===== src/rtl/idu_decode_stage.sv =====
// RV32I instruction decode stage: single-entry pipeline register
// between fetch and execute, with combinational field decode.
module idu_decode_stage #(
  parameter int ADDR_W = 32,
  parameter int DATA_W = 32
) (
  input  logic              clk,
  input  logic              rst,
  input  logic              prev_valid,
  output logic              ready_o,
  input  logic [DATA_W-1:0] inst,
  input  logic [ADDR_W-1:0] pc,
  input  logic              next_ready,
  output logic              valid_o,
  input  logic              flush,
  output logic [ADDR_W-1:0] pc_o,
  output logic [DATA_W-1:0] inst_o,
  output logic [4:0]        rd_o,
  output logic [4:0]        rs1_o,
  output logic [4:0]        rs2_o,
  output logic [DATA_W-1:0] imm_o,
  output logic [3:0]        alu_op_o,
  output logic              wen_o,
  output logic              src2_imm_o,
  output logic              src1_pc_o,
  output logic              is_load_o,
  output logic              is_store_o,
  output logic              is_branch_o,
  output logic              is_jal_o,
  output logic              is_jalr_o,
  output logic              is_ebreak_o,
  output logic              is_ecall_o,
  output logic              illegal_o,
  output logic [2:0]        funct3_o
);

  localparam logic [3:0] ALU_ADD  = 4'd0;
  localparam logic [3:0] ALU_SUB  = 4'd1;
  localparam logic [3:0] ALU_SLL  = 4'd2;
  localparam logic [3:0] ALU_SLT  = 4'd3;
  localparam logic [3:0] ALU_SLTU = 4'd4;
  localparam logic [3:0] ALU_XOR  = 4'd5;
  localparam logic [3:0] ALU_SRL  = 4'd6;
  localparam logic [3:0] ALU_SRA  = 4'd7;
  localparam logic [3:0] ALU_OR   = 4'd8;
  localparam logic [3:0] ALU_AND  = 4'd9;

  logic              valid_q;
  logic [DATA_W-1:0] inst_q;
  logic [ADDR_W-1:0] pc_q;
  logic              accept;
  logic              send;

  assign ready_o = (!valid_q || next_ready) && !flush;
  assign accept  = prev_valid && ready_o;
  assign send    = valid_q && next_ready;

  always_ff @(posedge clk) begin
    if (rst) begin
      valid_q <= 1'b0;
      inst_q  <= '0;
      pc_q    <= '0;
    end else if (flush) begin
      valid_q <= 1'b0;
    end else if (accept) begin
      valid_q <= 1'b1;
      inst_q  <= inst;
      pc_q    <= pc;
    end else if (send) begin
      valid_q <= 1'b0;
    end
  end

  assign valid_o = valid_q;
  assign pc_o    = pc_q;
  assign inst_o  = inst_q;

  logic [6:0] op;
  logic [2:0] f3;
  logic [6:0] f7;

  assign op       = inst_q[6:0];
  assign f3       = inst_q[14:12];
  assign f7       = inst_q[31:25];
  assign funct3_o = f3;
  assign rd_o     = inst_q[11:7];
  assign rs2_o    = inst_q[24:20];

  logic op_lui, op_auipc, op_jal, op_jalr, op_br;
  logic op_ld, op_st, op_imm, op_reg, op_fence, op_sys;

  assign op_lui   = (op == 7'h37);
  assign op_auipc = (op == 7'h17);
  assign op_jal   = (op == 7'h6f);
  assign op_jalr  = (op == 7'h67);
  assign op_br    = (op == 7'h63);
  assign op_ld    = (op == 7'h03);
  assign op_st    = (op == 7'h23);
  assign op_imm   = (op == 7'h13);
  assign op_reg   = (op == 7'h33);
  assign op_fence = (op == 7'h0f);
  assign op_sys   = (op == 7'h73);

  assign rs1_o = op_lui ? 5'd0 : inst_q[19:15];

  logic [DATA_W-1:0] imm_i, imm_s, imm_b, imm_u, imm_j;

  assign imm_i = {{20{inst_q[31]}}, inst_q[31:20]};
  assign imm_s = {{20{inst_q[31]}}, inst_q[31:25], inst_q[11:7]};
  assign imm_b = {{19{inst_q[31]}}, inst_q[31], inst_q[7],
                  inst_q[30:25], inst_q[11:8], 1'b0};
  assign imm_u = {inst_q[31:12], 12'b0};
  assign imm_j = {{11{inst_q[31]}}, inst_q[31], inst_q[19:12],
                  inst_q[20], inst_q[30:21], 1'b0};

  // funct7[5] picks SUB only for register ops, SRA for both forms
  logic [3:0] alu_f3;

  always_comb begin
    alu_f3 = ALU_ADD;
    unique case (f3)
      3'd0: alu_f3 = (op_reg && f7[5]) ? ALU_SUB : ALU_ADD;
      3'd1: alu_f3 = ALU_SLL;
      3'd2: alu_f3 = ALU_SLT;
      3'd3: alu_f3 = ALU_SLTU;
      3'd4: alu_f3 = ALU_XOR;
      3'd5: alu_f3 = f7[5] ? ALU_SRA : ALU_SRL;
      3'd6: alu_f3 = ALU_OR;
      3'd7: alu_f3 = ALU_AND;
      default: alu_f3 = ALU_ADD;
    endcase
  end

  logic known, writes, ld, st, br, jal, jalr;

  always_comb begin
    imm_o      = '0;
    alu_op_o   = ALU_ADD;
    src2_imm_o = 1'b0;
    src1_pc_o  = 1'b0;
    known      = 1'b1;
    writes     = 1'b0;
    ld         = 1'b0;
    st         = 1'b0;
    br         = 1'b0;
    jal        = 1'b0;
    jalr       = 1'b0;
    unique case (1'b1)
      op_lui: begin
        imm_o = imm_u; src2_imm_o = 1'b1; writes = 1'b1;
      end
      op_auipc: begin
        imm_o = imm_u; src2_imm_o = 1'b1; src1_pc_o = 1'b1;
        writes = 1'b1;
      end
      op_jal: begin
        imm_o = imm_j; src2_imm_o = 1'b1; src1_pc_o = 1'b1;
        writes = 1'b1; jal = 1'b1;
      end
      op_jalr: begin
        imm_o = imm_i; src2_imm_o = 1'b1; writes = 1'b1;
        jalr = 1'b1;
      end
      op_br: begin
        imm_o = imm_b; alu_op_o = ALU_SUB; br = 1'b1;
      end
      op_ld: begin
        imm_o = imm_i; src2_imm_o = 1'b1; writes = 1'b1;
        ld = 1'b1;
      end
      op_st: begin
        imm_o = imm_s; src2_imm_o = 1'b1; st = 1'b1;
      end
      op_imm: begin
        imm_o = imm_i; src2_imm_o = 1'b1; writes = 1'b1;
        alu_op_o = alu_f3;
      end
      op_reg: begin
        writes = 1'b1; alu_op_o = alu_f3;
      end
      op_fence: imm_o = imm_i;
      op_sys:   imm_o = imm_i;
      default:  known = 1'b0;
    endcase
  end

  logic ecall, ebreak, bad_f7, illegal;

  assign ecall  = op_sys && (inst_q == 32'h0000_0073);
  assign ebreak = op_sys && (inst_q == 32'h0010_0073);
  assign bad_f7 = op_reg && !((f7 == 7'h00) ||
                  ((f7 == 7'h20) && ((f3 == 3'd0) || (f3 == 3'd5))));
  assign illegal = !known || bad_f7 || (op_sys && !ecall && !ebreak);

  assign illegal_o   = illegal;
  assign wen_o       = writes && (rd_o != 5'd0) && !illegal;
  assign is_load_o   = ld && !illegal;
  assign is_store_o  = st && !illegal;
  assign is_branch_o = br && !illegal;
  assign is_jal_o    = jal && !illegal;
  assign is_jalr_o   = jalr && !illegal;
  assign is_ebreak_o = ebreak;
  assign is_ecall_o  = ecall;

endmodule

===== config.mk =====
export PLATFORM = sky130hd
export DESIGN_NAME = idu_decode_stage
export DESIGN_NICKNAME = d
export VERILOG_FILES = /design/src/rtl/idu_decode_stage.sv
export SDC_FILE = /design/constraint.sdc
export NUM_CORES = 1
export LEC_CHECK = 0
export ABC_AREA = 0
export CAP_MARGIN = 0
export CELL_PAD_IN_SITES_DETAIL_PLACEMENT = 1
export CELL_PAD_IN_SITES_GLOBAL_PLACEMENT = 1
export CORE_MARGIN = 4
export CORE_UTILIZATION = 27
export CTS_BUF_LIST = sky130_fd_sc_hd__clkbuf_4 sky130_fd_sc_hd__clkbuf_8
export CTS_CLUSTER_SIZE = 20
export DETAILED_ROUTE_END_ITERATION = 10
export PLACE_DENSITY = 0.91
export SETUP_SLACK_MARGIN = 0.5
export SYNTH_ARGS = -nofsm -noshare
export SYNTH_HDL_FRONTEND = slang
export SYNTH_SLANG_ARGS = --single-unit
export TNS_END_PERCENT = 5

===== constraint.sdc =====
create_clock -name clk -period 4.2 [get_ports clk]
set_clock_uncertainty 0.2 [all_clocks]
set_input_delay 1.05 -clock clk [delete_from_list [all_inputs] [get_ports clk]]
set_output_delay 1.05 -clock clk [all_outputs]
set_load 0.05 [all_outputs]

* Word level (Yosys, flattened, before mapping)
Index checks and enable logic that the tools add are counted.
Cells by class: equal/unequal tests 21, multiplexer cells 17, bitwise logic cells 1, reduce and logical (&&, ||, !) cells 42
Operators by type and width (number):
- one-hot mux 32 bit (5 select lines) | 1
- equality test 32 x 21 -> 1 bit (second input constant) | 1
- equality test 32 x 7 -> 1 bit (second input constant) | 1
- one-hot mux 4 bit (8 select lines) | 1
- equality test 7 x 6 -> 1 bit (second input constant) | 4
- equality test 7 bit (second input constant) | 4
- logical AND 1 bit | 17
- equality test 7 x 5 -> 1 bit (second input constant) | 2
- OR reduction 7 bit | 2
- 2-to-1 mux 1 bit | 13
- equality test 3 bit (second input constant) | 4
- OR reduction 11 bit | 1
- one-hot mux 4 bit (2 select lines) | 1
- OR reduction 2 bit | 4
- equality test 7 x 2 -> 1 bit (second input constant) | 1
- equality test 7 x 4 -> 1 bit (second input constant) | 1
- zero test 1 bit | 7
- zero test 7 bit | 1
- equality test 3 x 2 -> 1 bit (second input constant) | 2
- logical OR 1 bit | 5
- 2-to-1 mux 5 bit | 1
- nonzero test 5 bit | 1
- OR reduction 5 bit | 1
- equality test 3 x 1 -> 1 bit (second input constant) | 1
- other kinds (4) | 4
Storage, ports and cells: register bits 65, output and inout port bits 131, word-level logic and storage cells 84

* Depth between registers and ports, before layout
Gate-level depths: netlist of run 1.
word-level depth 10, depth in mapped cells 6

* Least setup slack after synthesis of run 1
Ideal clock, no wire load.
path type reg-to-output, start point reg inst_q[6] (netlist: inst_o[6]), end point out imm_o[12], arrival time 2.747 ns, data required time 2.950 ns, slack 0.203 ns, cell stages (with the launch flop) 6, buffers on the path 1, path through dfxtp_1 -> buf_2 -> inv_1 -> maj3_1 -> o32a_1 -> o21ai_0
On the way: word-level cells in the longest chain between the ends 3, elaborated cells on any way between the ends 13
RTL lines:
- from (decl) | RTL line 49 | logic [DATA_W-1:0] inst_q;
- from (signal assigned) | RTL line 67 | inst_q <= inst;
- equality test 7 bit, or another cell as far along | RTL line 95 | assign op_jalr = (op == 7'h67);
- OR reduction 5 bit (no source line) or OR reduction 2 bit (tied branches)
- one-hot mux 32 bit (5 select lines) (*) | RTL line 148 | unique case (1'b1)
- to (decl) | RTL line 21 | output logic [DATA_W-1:0] imm_o,
Mark *: on every way between the ends. The rest lies on a longest branch, timed or not.

* Worst setup path in the final report of run 1
start point reg inst_q[2] (netlist: inst_o[2]), end point out alu_op_o[3]
On the way: word-level cells in the longest chain between the ends 3, elaborated cells on any way between the ends 5
RTL lines:
- equality test 7 x 5 -> 1 bit or equality test 7 x 6 -> 1 bit (tied branches) | RTL line 99, 100
- OR reduction 2 bit (no source line)
- one-hot mux 4 bit (2 select lines) (*) | RTL line 148
- to (decl) | RTL line 22 | output logic [3:0] alu_op_o,
Marked as above.

==> flow_summary.yaml, run 1 <==
logic_synthesis:
  synthArstFlopShare: 0
  ys_seq_elements: 65
  synth-main-ff-cell: "dfxtp_1"
  synth_nets: 522
  synth_cells: 453
  synth.yosys.seq_area_share: 0.399
  synth_edf_count: 0
  yosys.area.top_type: "dfxtp_1"
  synth_top_area_share: 0.399
  syn_area_um2: 3260
  avgSynthCellArea_um2: 7.20
  synth_cell_types: 45
  yosysWarnings: 0
  synthTopCellsByArea: "dfxtp_1 40%, nand2_1 17%, a21oi_1 12%, buf_4 3.0%, and2_1 2.9%"
drt:
  routedWlPerCell_um: 17.8
  drtIter0Drc: 209
  routed_wl_um: 13800
  drtAntennaViolNets: 0
  drc: 0
  drt_pass1_iterations: 4
  viasPerCell: 4.98
  num_vias: 3869
sta:
  setup_tns_ns: 0
  fmax_mhz: 259
  finalHoldViolCount: 0
  fin_crit_ns: 3.87
  worst_pin_slew_ns: 1.22
  setup_viol: 0
  relSlewSlack: 0.187
  period_share: 0.920
  rsz0062_at_grt: "yes"
  slew_viol_final: 0
power:
  pwr_density_cell_nw_per_um2: 300
  power_leakage_nw: 2.22
  ir_worst_vdd_uv: 183
clock_network:
  cts.clk_slew.worst_paths_ns: 0.07
  cts_root_buffer: "clkbuf_8"
  cts_tree: "yes"
  cts-htree-levels: 3
  clk_latency_ns: 0.33
  cts_sinks: 65
  clockBufferDepth: 2
  cts_buffers: 9
critical_path:
  arrival_ns: 2.62
  crit_cells: 4
  slowest_stage: "clkdlybuf4s50_1"
  crit_family: "simple AND/OR/NAND/NOR gates"
  critical_path_class: "reg2out"
  path_buf_inv: 1
  critPathRequiredTime_ns: 2.95
  worst-path-max-fanout: 14
  cp-start-kind: "register"
  slowest_delay_ns: 0.83
  critical_path.cell_chain: "nand4bb_1 > or2_2 > nor2_1 > clkdlybuf4s50_1"
  worstSetupEndpointType: "output port"
  r2r_cells: 5
floorplanning:
  rows: 39
  die_area_um2: 13900
  die-height_um: 118
  ios: 200
  fp.dieW_um: 118
  core_area_um2: 11600
  start_util: 0.281
placed_design:
  io_buffers: 199
  dpl.hpwl_um: 10800
  placed_cell_area_um2: 5370
  gp_congestion: 0.846
global_routing:
  grt-ovfl-total: 0
  grt_pass1_wl_um: 22100
  grt_use_total: 0.194
  grt_max_degree: 66
  grt_pass1_vias: 4186
  grt_antenna_before_repair: 1
min_path:
  whs_path_depth: 2
  hold_class: "reg2reg"
finish:
  drive_above_1_share: 0.107
  final_cell_mix: "154 x clkdlybuf4s50_1, 149 x nand2_1, 75 x a21oi_1"
  layout_commonest_cell: "clkdlybuf4s50_1"
  diodes: 0
  fin_area_um2: 5570
  nets: 699
  synthToLayoutAreaGrowth_pct: 70.7
flow_run:
  max-cap-violations: 0
status:
  outcome: "complete, no violations"
synthesized netlist by cell type, types with 2 or more instances:
master	count
o21ai_0	14
nor4_1	2
a21oi_1	76
nand3_1	2
dfxtp_1	65
nor2_1	14
o221ai_1	2
a21o_1	11
a32o_1	2
a22o_1	4
and3_1	3
a31oi_1	2
nand2b_1	2
nor4_4	2
nor3_1	8
nand2_1	149
o31a_1	2
buf_6	3
inv_1	5
nor2b_1	6
clkbuf_1	22
buf_4	13
buf_1	6
and2_1	15
or2_2	2
nor3b_1	2
registers in the layout, summed over array words and instances, names as in the netlist:
| name | flops |
|---|---|
| valid_o | 1 |
| pc_o | 32 |
| inst_o | 32 |
layout make-up:
type,instances,area (um^2)
sequential,65,1300
multi-input combinational,338,1710
timing repair buffer,211,2130
fill,1400,6050
clock inverter,3,65.1
tap,143,179
inverter,5,18.8
clock buffer,12,153
where the power goes:
group / leakage, nW / total, mW / internal (mW) / switching [mW]
logic: 1.57 / 0.398 / 0.157 / 0.240
registers: 0.532 / 0.683 / 0.646 / 0.0375
clock network: 0.113 / 0.587 / 0.360 / 0.227
total: 2.22 / 1.67 / 1.16 / 0.505
per-layer routing:
metal	GRT usage	share of wire	vias up
met1	0.210	0.38	1865
met5	0	0	-
met4	0.0454	0.0094	0
met2	0.360	0.53	134
met3	0.0673	0.078	14
li1	-	-	1856
timing repair:
action                     in CTS  in global routing
buffers inserted                0                  0
hold buffers                    0                  0
setup endpoints to repair      30                 49
resized for setup              19                 11
through the flow:
step / util / power (mW) / setup slack [ns] / hold WS, ns / cells
floorplan: - / 0.924 / 0.203 / 0.475 / 453
global placement: 0.462 / 1.08 / 0.469 / 0.242 / 762
detailed placement: 0.462 / 1.09 / 0.337 / 0.248 / 762
CTS: 0.479 / 1.69 / 0.262 / 0.258 / 777
global route: 0.479 / 1.74 / 0.207 / 0.280 / 777
finish: 0.479 / 1.67 / 0.334 / 0.254 / 777
path summary, 6_finish.rpt:
path	to	from	slack (ns)
setup / recovery	alu_op_o[3]	inst_o[2]	0.33
hold / removal	pc_o[6]	pc_o[6]	0.25
setup reg to reg	inst_o[10]	valid_o	2.21
hold reg to reg	pc_o[6]	pc_o[6]	0.25
worst min-delay path, stage by stage, from the launching register on:
cell and delay, ns:
dfxtp_1 0.31, nand2_1 0.05, a21oi_1 0.05
logic make-up after synthesis:
| kind of cell | synth area share |
|---|---|
| buffers and inverters | 0.0798 |
| adders and majority gates | 0.00307 |
| DFF | 0.399 |
| xor gates and xnor gates | 0.00269 |
| and+or+nand+nor | 0.299 |
| AOI/OAI and AO/OA | 0.216 |
Note: power is estimated with default switching activity, not from simulation.
==> run 2, diff against run 1 <==
- REMOVE_ABC_BUFFERS: not set -> 1
==> run 2 against run 1 <==
  * Sequential share of layout area increased by 0.069 points
  * Critical path type unchanged
  * Wire length about the same
  * Die area unchanged
==> flow_summary.yaml, run 2 (synthesized netlist as in run 1, its figures left out) <==
finish:
  diodes: 0
  final_cells: 777
  nets: 698
  fillCellCount: 1435
  final_cell_mix: "155 x clkdlybuf4s50_1, 149 x nand2_1, 75 x a21oi_1"
  synthToLayoutAreaGrowth_pct: 70.2
  layout_commonest_cell: "clkdlybuf4s50_1"
  drive_above_1_share: 0.117
  fin_area_um2: 5550
critical_path:
  arrival_ns: 2.61
  path_buf_inv: 2
  critPathRequiredTime_ns: 2.95
  cp-start-kind: "register"
  regToRegEndpoint: "pc_o[16]"
  worstReg2RegStart: "valid_o"
  slowest_stage: "clkdlybuf4s50_1"
  worst-path-max-fanout: 17
  slowest_delay_ns: 0.83
  ff2ff_setup_slack_ns: 2.12
  r2r_cells: 5
  crit_family: "buffers and inverters"
  critical_path_class: "reg2out"
  crit_start: "inst_o[5]"
  critical_path.cell_chain: "buf_4 > o22a_1 > o221ai_1 > a21oi_1 > clkdlybuf4s50_1"
  worstSetupEndpointType: "output port"
sta:
  relSlewSlack: 0.175
  rsz0062_at_grt: "yes"
  setup_tns_ns: 0
  fmax_mhz: 259
  period_share: 0.919
  setup_viol: 0
  worst_pin_slew_ns: 1.24
  finalHoldViolCount: 0
  fin_crit_ns: 3.86
  layout_setup_ws_ns: 0.340
  slew_viol_final: 0
power:
  power_mw: 1.63
  pwr_density_cell_nw_per_um2: 294
  ir_worst_vdd_uv: 161
  power_leakage_nw: 2.19
global_routing:
  grt-ovfl-total: 0
  grt_pass1_vias: 4157
  grt_use_total: 0.197
  grt_antenna_before_repair: 0
  grt_max_degree: 66
  grt_pass1_wl_um: 22200
floorplanning:
  start_util: 0.281
  die_area_um2: 13900
  ios: 200
  fp.dieW_um: 118
  rows: 39
  die-height_um: 118
  core_area_um2: 11600
clock_network:
  clockBufferDepth: 2
  cts_tree: "yes"
  cts-htree-levels: 3
  postCtsSetupBuffers: 0
  post_cts_resized: 14
  cts_root_buffer: "clkbuf_8"
  cts_hold_buf: 0
  cts.clk_slew.worst_paths_ns: 0.08
  cts_sinks: 65
  clk_latency_ns: 0.34
  cts_buffers: 9
min_path:
  min_from: "pc_o[7]"
  hold_class: "reg2reg"
  min_to: "pc_o[7]"
  whs_path_depth: 2
flow_run:
  max-cap-violations: 0
drt:
  drtAntennaViolNets: 0
  viasPerCell: 4.98
  drt_pass1_iterations: 4
  drc: 0
  num_vias: 3873
  drtIter0Drc: 164
  routedWlPerCell_um: 17.8
  routed_wl_um: 13800
placed_design:
  gp_congestion: 0.945
  io_buffers: 199
  post-place-ws_ns: 0.306
  dpl.cell_count: 761
  dpl.hpwl_um: 10600
  placed_cell_area_um2: 5350
status:
  outcome: "complete, no violations"
-- run 2: changes by cell type in the layout (fill, tap and decap cells not counted), sizes merged --
cell / delta
bufinv: -1
buf: +4
clkinv: +1
clkbuf: -4
dlygate4sd2: -4
inv: +3
clkdlybuf4s50: +1
clkdlybuf4s15: -1
clkinvlp: +1
-- run 2: worst max-delay path by stage --
stage	to	slack [ns]	cells after the start
2_1_floorplan	wen_o	0.11	4
4_1_cts	is_ebreak_o	0.23	5
5_1_grt	imm_o[13]	0.19	5
6_report	alu_op_o[0]	0.34	5
3_3_place_gp	ready_o	0.46	4
3_5_place_dp	is_ebreak_o	0.31	5
-- run 2: where the power goes --
| group | leakage (nW) | total [mW] | switching (mW) | internal [mW] |
|---|---|---|---|---|
| combinational | 1.56 | 0.398 | 0.241 | 0.157 |
| sequential | 0.532 | 0.683 | 0.0378 | 0.645 |
| clock | 0.101 | 0.552 | 0.272 | 0.280 |
| total | 2.19 | 1.63 | 0.551 | 1.08 |
-- run 2: per-stage QoR --
stage / hold slack (ns) / util
after CTS: 0.262 / 0.477
after global routing: 0.280 / 0.478
after floorplan: 0.474 / -
after detailed placement: 0.250 / 0.460
after global placement: 0.241 / 0.460
final: 0.259 / 0.478
-- run 2: final cells by class --
cell class,instances,area (um^2),area share
clock inverter,7,77.6,0.0140
sequential,65,1300,0.235
timing repair buffer,210,2120,0.383
inverter,5,18.8,0.00338
multi-input combinational,338,1720,0.311
clock buffer,9,124,0.0223
tap,143,179,0.0322
-- run 2: per-layer routing --
metal / share of wire / GRT usage
met1: 0.40 / 0.220
met2: 0.48 / 0.333
met3: 0.097 / 0.0860
met4: 0.021 / 0.0681
met5: 0 / 0
-- run 2: worst min-delay path, stage by stage, from the launching register on --
cell and delay (ns):
dfxtp_1 0.31, nand2_1 0.05, a21oi_1 0.05
==> run 3, diff against run 2 <==
- PLACE_DENSITY: 0.91 -> not set
- PLACE_DENSITY_LB_ADDON: not set -> 0.1
==> run 3 against run 2 <==
  * Via count down 2.5%
  * Global-route usage down 0.25 points
  * Final cell count up 0.39%
  * Sequential power about the same
  * Critical path type unchanged
==> flow_summary.yaml, run 3 (synthesized netlist as in run 1, its figures left out) <==
status:
  outcome: "complete, no violations"
finish:
  multi_input_area_um2: 1710
  drive_above_1_share: 0.127
  final_cell_mix: "154 x clkdlybuf4s50_1, 149 x nand2_1, 76 x a21oi_1"
  seqCellArea_um2: 1310
  synthToLayoutAreaGrowth_pct: 70.7
  layout_commonest_cell: "clkdlybuf4s50_1"
  fillCellCount: 1428
  fin_area_um2: 5560
  nets: 701
  diodes: 0
power:
  p_switching_uw: 536
  power_frac_comb: 0.240
  pwr_density_cell_nw_per_um2: 296
  clkPwrFrac: 0.347
  intPower_mw: 1.11
  power_leakage_nw: 2.20
  seq_power_share: 0.413
  p_sw_frac: 0.325
  ir_worst_vdd_uv: 215
critical_path:
  critical_path_class: "reg2out"
  cp-start-kind: "register"
  arrival_ns: 2.54
  worstSetupEndpointType: "output port"
  worst-path-max-fanout: 11
  slowest_delay_ns: 0.52
  critical_path.cell_chain: "nor4_4 > nand4_1 > o31a_1 > or4_1 > dlygate4sd2_1"
  slowest_stage: "or4_1"
  critPathRequiredTime_ns: 2.95
drt:
  viasPerCell: 4.84
  drtIter0Drc: 154
  drc: 0
  routed_wl_um: 13500
  routedWlPerCell_um: 17.3
  num_vias: 3777
  drtAntennaViolNets: 0
  drt_pass1_iterations: 4
clock_network:
  cts_sinks: 65
  cts_buffers: 9
  clockBufferDepth: 2
  cts_tree: "yes"
  postCtsSetupBuffers: 0
  cts-htree-levels: 3
  clk_latency_ns: 0.36
  cts.clk_slew.worst_paths_ns: 0.08
  cts_root_buffer: "clkbuf_8"
  cts_hold_buf: 0
global_routing:
  grt_antenna_before_repair: 0
  grt-ovfl-total: 0
  grt_use_total: 0.194
  grt_pass1_vias: 3999
  grt_pass1_wl_um: 21700
  grt_max_degree: 65
sta:
  relSlewSlack: 0.378
  finalHoldViolCount: 0
  fin_crit_ns: 3.79
  rsz0062_at_grt: "yes"
  slew_viol_final: 0
  worst_pin_slew_ns: 0.932
  fmax_mhz: 264
  setup_viol: 0
  layout_setup_ws_ns: 0.412
  setup_tns_ns: 0
  period_share: 0.902
flow_run:
  max-cap-violations: 0
floorplanning:
  core_area_um2: 11600
  die_area_um2: 13900
  start_util: 0.281
  rows: 39
  fp.dieW_um: 118
  die-height_um: 118
  ios: 200
placed_design:
  placed_cell_area_um2: 5350
  dpl.hpwl_um: 10200
  gp_congestion: 0.809
  io_buffers: 199
  post-place-ws_ns: 0.388
min_path:
  hold_class: "reg2reg"
run 3: cell count changes in the layout (fill, tap and decap cells not counted), sizes merged:
cell           before  now
clkdlybuf4s50     155  154
clkinvlp            1    0
clkbuf             11   13
dlygate4sd2         9    4
inv                 8    6
clkdlybuf4s15       0    4
clkinv              2    3
buf                43   48
run 3: metrics by stage:
step / hold slack [ns] / std cells / util / power [mW]
2_1_floorplan: 0.474 / 408 / - / 0.901
3_3_place_gp: 0.242 / 764 / 0.461 / 1.09
3_5_place_dp: 0.250 / 764 / 0.461 / 1.09
4_1_cts: 0.263 / 780 / 0.479 / 1.68
5_1_grt: 0.280 / 780 / 0.479 / 1.73
6_report: 0.258 / 780 / 0.479 / 1.65
run 3: layer usage:
layer	vias up	global-route usage	wire [um]
li1	1865	-	-
met2	126	0.341	6720
met3	16	0.108	1420
met1	1770	0.199	5160
met5	-	0	0
met4	0	0.0535	207
run 3: power by group through the flow:
stage	clock network [mW]	logic, mW	registers, mW
2_1_floorplan	0	0.0930	0.808
3_3_place_gp	0	0.395	0.692
3_5_place_dp	0	0.399	0.694
4_1_cts	0.601	0.401	0.680
5_1_grt	0.624	0.422	0.686
6_report	0.573	0.396	0.680
run 3: worst paths after layout:
kind                                  from          to  slack [ns]  cells past startpoint
worst min register to register    pc_o[12]    pc_o[12]        0.26                      2
worst max register to register     valid_o  inst_o[13]        2.49                      5
worst max-delay path            inst_o[12]   illegal_o        0.41                      5
worst min-delay path              pc_o[12]    pc_o[12]        0.26                      2
run 3: cell type report:
| type | count | area share |
|---|---|---|
| clock buffers | 11 | 0.0272 |
| clock inverters | 5 | 0.0110 |
| inverters | 5 | 0.00337 |
| multi-input cells | 338 | 0.307 |
| flip-flops and latches | 65 | 0.235 |
| well taps | 143 | 0.0322 |
| repair buffers | 213 | 0.384 |
run 3: worst max-delay path: cells and delay by family (launching register included):
kind / cells / cell delay [ns]
AND/OR/NAND/NOR: 3 / 0.99
buffers and inverters: 1 / 0.44
flip-flops: 1 / 0.43
AO/OA/AOI/OAI: 1 / 0.32
run 3: repair_timing:
item | 4_1_cts | 5_1_grt
endpoints found under the setup margin | 44 | 49
endpoints found under the hold margin | 0 | 0
gates resized for setup | 20 | 6
